File: config.mk
export PLATFORM = sky130hd
export DESIGN_NAME = uart_tx_sniffer
export DESIGN_NICKNAME = d
export VERILOG_FILES = /design/src/rtl/uart_tx_sniffer.sv
export SDC_FILE = /design/constraint.sdc
export NUM_CORES = 1
export LEC_CHECK = 0
export CELL_PAD_IN_SITES_DETAIL_PLACEMENT = 0
export CELL_PAD_IN_SITES_GLOBAL_PLACEMENT = 1
export CORE_AREA = 2 2 176 178
export CTS_BUF_LIST = sky130_fd_sc_hd__clkbuf_4 sky130_fd_sc_hd__clkbuf_8
export CTS_CLUSTER_DIAMETER = 150
export DETAILED_ROUTE_END_ITERATION = 12
export DIE_AREA = 0 0 178 180
export PLACE_DENSITY = 0.5
export SLEW_MARGIN = 10
export SYNTH_ARGS = -nofsm -noshare
export SYNTH_HDL_FRONTEND = slang
export SYNTH_SLANG_ARGS = --single-unit
export TNS_END_PERCENT = 30
File: constraint.sdc
create_clock -name clk_i -period 8.59 [get_ports clk_i]
set_input_delay 1.718 -clock clk_i [delete_from_list [all_inputs] [get_ports clk_i]]
set_output_delay 1.718 -clock clk_i [all_outputs]
set_load 0.01 [all_outputs]
File: src/rtl/uart_tx_sniffer.sv
// -----------------------------------------------------------------------------
// uart_tx_sniffer
//
// Purpose:
//   Receiver that sits directly downstream of the SoC uart_tx_pin. It turns
//   the UART frames sent by firmware back into bytes and buffers them in a
//   small first-word-fall-through FIFO. A testbench can then print or compare
//   console output. The design is synthesisable, so it also works on an FPGA
//   as a loopback console monitor.
//
// Configuration macro:
//   UART_SNIFF_PARITY_EN  When this macro is defined, frames are 8E1 (even
//                         parity over the 8 data bits) and parity_err_o is
//                         live. When it is undefined, frames are 8N1 and
//                         parity_err_o is tied to 0.
//
// Parameters:
//   CLK_DIV     clk cycles per UART bit (>= 4)
//   FIFO_DEPTH  FIFO entries, power of two (2..256)
//   CNT_W       width of byte_cnt_o
//
// Ports:
//   clk_i         system clock, rising edge
//   rst_i         asynchronous active-high reset
//   rx_pin_i      serial line, idle high
//   rd_en_i       pop the head byte (ignored when the FIFO is empty)
//   rd_data_o     head byte of the FIFO (combinational)
//   empty_o       FIFO holds no bytes
//   full_o        FIFO holds FIFO_DEPTH bytes
//   frame_err_o   1-cycle pulse: stop bit was sampled low
//   parity_err_o  1-cycle pulse: parity mismatch
//   overflow_o    sticky: a good byte was dropped because the FIFO was full
//   byte_cnt_o    number of bytes accepted into the FIFO (wraps)
// -----------------------------------------------------------------------------
module uart_tx_sniffer #(
  parameter int CLK_DIV    = 434,
  parameter int FIFO_DEPTH = 16,
  parameter int CNT_W      = 16
) (
  input  logic             clk_i,
  input  logic             rst_i,
  input  logic             rx_pin_i,
  input  logic             rd_en_i,
  output logic [7:0]       rd_data_o,
  output logic             empty_o,
  output logic             full_o,
  output logic             frame_err_o,
  output logic             parity_err_o,
  output logic             overflow_o,
  output logic [CNT_W-1:0] byte_cnt_o
);

  localparam int DIV_W  = $clog2(CLK_DIV);
  localparam int AW     = $clog2(FIFO_DEPTH);
  localparam int LVL_W  = AW + 1;

  localparam logic [DIV_W-1:0] BIT_LAST = DIV_W'(CLK_DIV - 1);
  localparam logic [DIV_W-1:0] BIT_HALF = DIV_W'(CLK_DIV / 2 - 1);
  localparam logic [LVL_W-1:0] DEPTH_C  = LVL_W'(FIFO_DEPTH);

`ifdef UART_SNIFF_PARITY_EN
  typedef enum logic [2:0] {
    ST_IDLE,
    ST_START,
    ST_DATA,
    ST_PARITY,
    ST_STOP,
    ST_BREAK
  } state_e;
`else
  typedef enum logic [2:0] {
    ST_IDLE,
    ST_START,
    ST_DATA,
    ST_STOP,
    ST_BREAK
  } state_e;
`endif

  state_e state_q, state_d;

  logic             rx_meta_q, rx_s_q, rx_prev_q;
  logic [DIV_W-1:0] cnt_q, cnt_d;
  logic [2:0]       bit_q, bit_d;
  logic [7:0]       shift_q, shift_d;
  logic             frame_err_q, frame_err_d;
  logic             push_req;
`ifdef UART_SNIFF_PARITY_EN
  logic             par_bad_q, par_bad_d;
  logic             parity_err_q, parity_err_d;
`endif

  logic [7:0]       mem_q [FIFO_DEPTH];
  logic [AW-1:0]    wr_ptr_q, rd_ptr_q;
  logic [LVL_W-1:0] level_q;
  logic             overflow_q;
  logic [CNT_W-1:0] byte_cnt_q;
  logic             pop, push_ok;

  // Two-flop synchroniser on the line. A third flop keeps the previous
  // synchronised value so that IDLE can detect a falling edge. All three
  // flops reset high, which is the idle line level, so leaving reset can
  // never look like a start bit.
  always_ff @(posedge clk_i or posedge rst_i) begin
    if (rst_i) begin
      rx_meta_q <= 1'b1;
      rx_s_q    <= 1'b1;
      rx_prev_q <= 1'b1;
    end else begin
      rx_meta_q <= rx_pin_i;
      rx_s_q    <= rx_meta_q;
      rx_prev_q <= rx_s_q;
    end
  end

  // Receiver state register, together with the bit timer, the bit index,
  // the data shift register and the registered error pulses.
  always_ff @(posedge clk_i or posedge rst_i) begin
    if (rst_i) begin
      state_q      <= ST_IDLE;
      cnt_q        <= '0;
      bit_q        <= '0;
      shift_q      <= '0;
      frame_err_q  <= 1'b0;
`ifdef UART_SNIFF_PARITY_EN
      par_bad_q    <= 1'b0;
      parity_err_q <= 1'b0;
`endif
    end else begin
      state_q      <= state_d;
      cnt_q        <= cnt_d;
      bit_q        <= bit_d;
      shift_q      <= shift_d;
      frame_err_q  <= frame_err_d;
`ifdef UART_SNIFF_PARITY_EN
      par_bad_q    <= par_bad_d;
      parity_err_q <= parity_err_d;
`endif
    end
  end

  // Receiver next-state logic. The START state samples half a bit after
  // the falling edge to find the middle of the start bit. Every later
  // sample is taken one full bit period after the previous one, so each
  // sample lands near the centre of its bit. push_req is raised in the
  // cycle when the stop bit is sampled good; the FIFO captures the byte
  // on that same clock edge.
  always_comb begin
    state_d     = state_q;
    cnt_d       = cnt_q + DIV_W'(1);
    bit_d       = bit_q;
    shift_d     = shift_q;
    frame_err_d = 1'b0;
    push_req    = 1'b0;
`ifdef UART_SNIFF_PARITY_EN
    par_bad_d    = par_bad_q;
    parity_err_d = 1'b0;
`endif
    unique case (state_q)
      ST_IDLE: begin
        cnt_d = '0;
        bit_d = '0;
`ifdef UART_SNIFF_PARITY_EN
        par_bad_d = 1'b0;
`endif
        if (rx_prev_q && !rx_s_q) begin
          state_d = ST_START;
        end
      end
      ST_START: begin
        if (cnt_q == BIT_HALF) begin
          cnt_d   = '0;
          state_d = rx_s_q ? ST_IDLE : ST_DATA;
        end
      end
      ST_DATA: begin
        if (cnt_q == BIT_LAST) begin
          cnt_d   = '0;
          shift_d = {rx_s_q, shift_q[7:1]};
          bit_d   = bit_q + 3'd1;
          if (bit_q == 3'd7) begin
`ifdef UART_SNIFF_PARITY_EN
            state_d = ST_PARITY;
`else
            state_d = ST_STOP;
`endif
          end
        end
      end
`ifdef UART_SNIFF_PARITY_EN
      ST_PARITY: begin
        if (cnt_q == BIT_LAST) begin
          cnt_d     = '0;
          par_bad_d = rx_s_q ^ (^shift_q);
          state_d   = ST_STOP;
        end
      end
`endif
      ST_STOP: begin
        if (cnt_q == BIT_LAST) begin
          cnt_d = '0;
          if (!rx_s_q) begin
            frame_err_d = 1'b1;
            state_d     = ST_BREAK;
`ifdef UART_SNIFF_PARITY_EN
          end else if (par_bad_q) begin
            parity_err_d = 1'b1;
            state_d      = ST_IDLE;
`endif
          end else begin
            push_req = 1'b1;
            state_d  = ST_IDLE;
          end
        end
      end
      ST_BREAK: begin
        // A held-low line stays here, so it cannot re-trigger a frame.
        cnt_d = '0;
        if (rx_s_q) begin
          state_d = ST_IDLE;
        end
      end
      default: begin
        state_d = ST_IDLE;
      end
    endcase
  end

  assign pop     = rd_en_i && (level_q != '0);
  assign push_ok = push_req && ((level_q != DEPTH_C) || pop);

  // FIFO storage and bookkeeping. When the FIFO is full, a push still
  // goes in if a pop happens on the same edge. Otherwise the byte is
  // dropped and the sticky overflow flag is set. The pointers are exactly
  // log2(depth) bits wide, so they wrap on their own.
  always_ff @(posedge clk_i or posedge rst_i) begin
    if (rst_i) begin
      for (int i = 0; i < FIFO_DEPTH; i++) begin
        mem_q[i] <= '0;
      end
      wr_ptr_q   <= '0;
      rd_ptr_q   <= '0;
      level_q    <= '0;
      overflow_q <= 1'b0;
      byte_cnt_q <= '0;
    end else begin
      if (push_ok) begin
        mem_q[wr_ptr_q] <= shift_q;
        wr_ptr_q        <= wr_ptr_q + AW'(1);
        byte_cnt_q      <= byte_cnt_q + CNT_W'(1);
      end
      if (pop) begin
        rd_ptr_q <= rd_ptr_q + AW'(1);
      end
      if (push_ok && !pop) begin
        level_q <= level_q + LVL_W'(1);
      end else if (pop && !push_ok) begin
        level_q <= level_q - LVL_W'(1);
      end
      if (push_req && !push_ok) begin
        overflow_q <= 1'b1;
      end
    end
  end

  assign rd_data_o   = mem_q[rd_ptr_q];
  assign empty_o     = (level_q == '0);
  assign full_o      = (level_q == DEPTH_C);
  assign frame_err_o = frame_err_q;
  assign overflow_o  = overflow_q;
  assign byte_cnt_o  = byte_cnt_q;
`ifdef UART_SNIFF_PARITY_EN
  assign parity_err_o = parity_err_q;
`else
  assign parity_err_o = 1'b0;
`endif

endmodule

==> results.py <==
metrics = {
    "outcome": {
        "status": "completed",
    },
    "drt": {
        "drtIter0Drc": 299,
        "dr_total_vias": 4947,
        "drc": 0,
        "drt_pass1_iterations": 4,
        "postRouteAntennaNets": 0,
        "post_drt_wl_per_cell_um": 20.26,
        "viasPerCell": 4.794,
        "routed_wirelength_mm": 20.90,
    },
    "sta": {
        "worst-slew-pin-transition_ns": 1.045,
        "hold_viol": 0,
        "max_transition_margin_pct": 30.32,
        "final.period_utilization_pct": 56.14,
        "final-max-slew-violation-count": 0,
        "fin_setup_tns_ns": 0,
        "clock_skew_ns": 0.01634,
        "achievable_clock_frequency_ghz": 0.2074,
        "layout_min_cycle_time_ns": 4.822,
        "setup_viol_count_final": 0,
        "worst_slack_ns": 3.768,
        "grt_setup_unrepaired": "false",
    },
    "global_route": {
        "grt_pass1_vias": 5447,
        "grt.overflow.total": 0,
        "antenna_violations_before_repair": 0,
        "grt_start_max_net_pins": 108,
        "gr-usage-all-layers_pct": 13.89,
        "grt_pass1_wl_mm": 32.94,
    },
    "job": {
        "drv_cap": 0,
    },
    "finish": {
        "fill_cell_total_of_the_finished_layout": 2941,
        "synthToLayoutAreaGrowth_pct": 11.60,
        "layout.nets": 643,
        "multiInputGateArea_um2": 3991,
        "final_core_utilization_pct": 32.91,
        "num_antenna_cells": 0,
        "final_layout_size_suffix_gt1_share_pct": 36.79,
        "register_area_um2": 4634,
    },
    "clock_tree": {
        "number_of_cells_upsized_or_downsized_after_cts": 0,
        "cts_tree": "built",
        "cts_max_path_buffers": 2,
        "clock_sinks": 185,
        "clock_tree.htree_level_count": 4,
        "post-cts-setup-buffers": 0,
        "clk_latency_ns": 0.47,
        "cts-buffers-inserted": 17,
        "cts.root.buffer_cell": "clkbuf_8",
        "post_cts_hold_buffer_count": 0,
        "clk_pin_slew_ns": 0.10,
    },
    "synthesis": {
        "mappedNetlistNets": 629,
        "syn_avg_cell_area_um2": 14.62,
        "ys_ff_latch": 185,
        "mappedNetlistArea_um2": 8902,
        "synth.lib_cells_used.distinct": 52,
        "synthesis.yosys.warnings": 0,
        "postSynthCellCount": 609,
        "synth_sequential_area_ratio_pct": 52.04,
    },
    "pwr": {
        "power.density_nw_per_um2": 194.2,
        "leakage_nw": 4.582,
        "vdd_ir_drop_max_mv": 0.09171,
    },
    "setup_path": {
        "timing_worst_setup_path_type": "flop to output pin",
        "worst_setup_path_start_kind": "flop",
        "timing.critical_path.to_type": "output pin",
        "required_time_reported_for_the_critical_path_endpoint_ns": 6.87,
        "worstPathArrival_ns": 3.10,
        "worst-path-max-fanout": 32,
    },
    "placed_design": {
        "detailedPlacementHpwl_mm": 13.13,
        "detailedPlace.worstSlack_ns": 4.240,
        "gp_routability_congestion": 0.7332,
        "io_buffers": 31,
    },
    "die": {
        "floorplan.die.width_um": 178,
        "placeableCoreArea_um2": 30190,
        "die_area_um2": 32040,
        "num_rows": 64,
        "floorplan_die_height_um": 180,
        "ioPinCount": 33,
        "floorplan.initialDensity_pct": 29.49,
    },
    "hold_path": {
        "worstHoldPathType": "flop to flop",
    },
}
==> critical path, stage by stage (launching register included) <==
cell and delay [ns]:
dfrtp_2 0.41, buf_4 0.56, mux4_2 0.59, mux4_2 0.55
clkdlybuf4s50_1 0.51
==> layout by cell type, fill, tap and decap left out, drive strengths merged, types with 4 or more instances in the layout <==
cell | synthesis | final
dfrtp | 182 | 182
mux2 | 138 | 138
mux4 | 40 | 40
nor2 | 32 | 32
clkdlybuf4s50 | 0 | 31
nand2 | 20 | 20
xnor2 | 20 | 20
clkbuf | 15 | 20
inv | 16 | 18
nand3 | 16 | 16
ha | 15 | 15
xor2 | 13 | 13
nand4 | 13 | 13
and3 | 12 | 12
o21ai | 7 | 7
a21oi | 5 | 5
clkinv | 0 | 5
nand2b | 4 | 4
nor2b | 4 | 4
nor3 | 4 | 4
buf | 25 | 4
==> sequential cells by signal (all words and copies together), names as in the netlist <==
name / flops
rx_prev_q: 1
overflow_o: 1
rx_s_q: 1
rd_ptr_q: 4
byte_cnt_o: 16
level_q: 5
state_q: 3
mem_q: 128
bit_q: 3
rx_meta_q: 1
cnt_q: 9
wr_ptr_q: 4
shift_q: 8
frame_err_o: 1
==> through the flow <==
| step | total power, mW | hold WS (ns) | instances | area (um^2) |
|---|---|---|---|---|
| final | 1.930 | 0.3588 | 1032 | 9935 |
| after floorplan | 1.257 | 0.3452 | 609 | 8902 |
| after global routing | 2.032 | 0.3686 | 1032 | 9935 |
| after global placement | 1.348 | 0.3474 | 1000 | 9529 |
| after detailed placement | 1.351 | 0.3475 | 1000 | 9529 |
| after CTS | 1.960 | 0.3608 | 1032 | 9935 |
==> path summary, 6_finish.rpt <==
kind | startpoint | endpoint | slack [ns] | depth (start not counted)
max | rd_ptr_q[0] | rd_data_o[2] | 3.77 | 4
min | rx_meta_q | rx_s_q | 0.36 | 0
max reg2reg | cnt_q[1] | level_q[4] | 5.46 | 14
min reg2reg | rx_meta_q | rx_s_q | 0.36 | 0
max in group asynchronous | rst_i | mem_q[16] | 5.21 | 3
min in group asynchronous | rst_i | mem_q[96] | 1.78 | 2
==> layout make-up <==
class	instances	area share, %
Clock buffer	20	2.645
Clock inverter	12	1.436
Inverter	16	0.6801
Multi-Input combinational cell	368	40.18
Sequential cell	185	46.65
Tap cell	396	4.987
Timing Repair Buffer	35	3.426
==> routing by layer <==
| metal | share of wire [%] | wire (um) | up-vias | track usage (%) |
|---|---|---|---|---|
| li1 | - | - | 2211 | - |
| met1 | 47 | 9766 | 2652 | 18.83 |
| met2 | 49 | 10190 | 68 | 22.78 |
| met3 | 3.3 | 685 | 16 | 2.602 |
| met4 | 1.2 | 259 | 0 | 3.607 |
| met5 | 0 | 0 | - | 0 |
==> Yosys cell counts, drive strengths merged <==
cell type	count	share of area [%]
a211oi	1	0.084
a21o	2	0.17
a21oi	5	0.28
a22oi	1	0.084
a2bb2oi	1	0.098
a32o	1	0.11
a32oi	1	0.098
and2	3	0.21
and2b	1	0.084
and3	12	1.1
and4b	1	0.11
and4bb	1	0.14
buf	25	1.8
clkbuf	15	0.63
conb	1	0.042
dfrtp	182	51
dfstp	3	0.89
fa	1	0.22
ha	15	2.1
inv	16	0.67
mux2	138	19
mux2i	1	0.11
mux4	40	10
nand2	20	0.84
nand2b	4	0.28
nand3	16	2.0
nand4	13	1.4
nor2	32	1.3
nor2b	4	0.28
nor3	4	0.22
nor3b	1	0.084
nor4	1	0.070
nor4bb	1	0.11
o2111a	1	0.13
o21ai	7	0.39
o31ai	1	0.084
o41ai	1	0.098
or3	2	0.14
or4	1	0.13
xnor2	20	2.0
xor2	13	1.3
==> cells by family after synthesis <==
group / after synthesis / synth area share, %
compound gates: 22 / 1.630
mux: 179 / 29.04
buf+inv: 56 / 3.120
xor+xnor: 33 / 3.247
flops: 185 / 52.05
fa+ha+maj: 16 / 2.333
other cells: 1 / 0.04212
simple gates: 117 / 8.545
==> where the power goes <==
group	leakage, nW	internal, mW	total, mW	switching [mW]
registers	2.51	0.910	0.993	0.0835
logic	1.87	0.154	0.333	0.179
clock network	0.198	0.277	0.603	0.326
No activity file was read; power rests on OpenSTA's default activity.
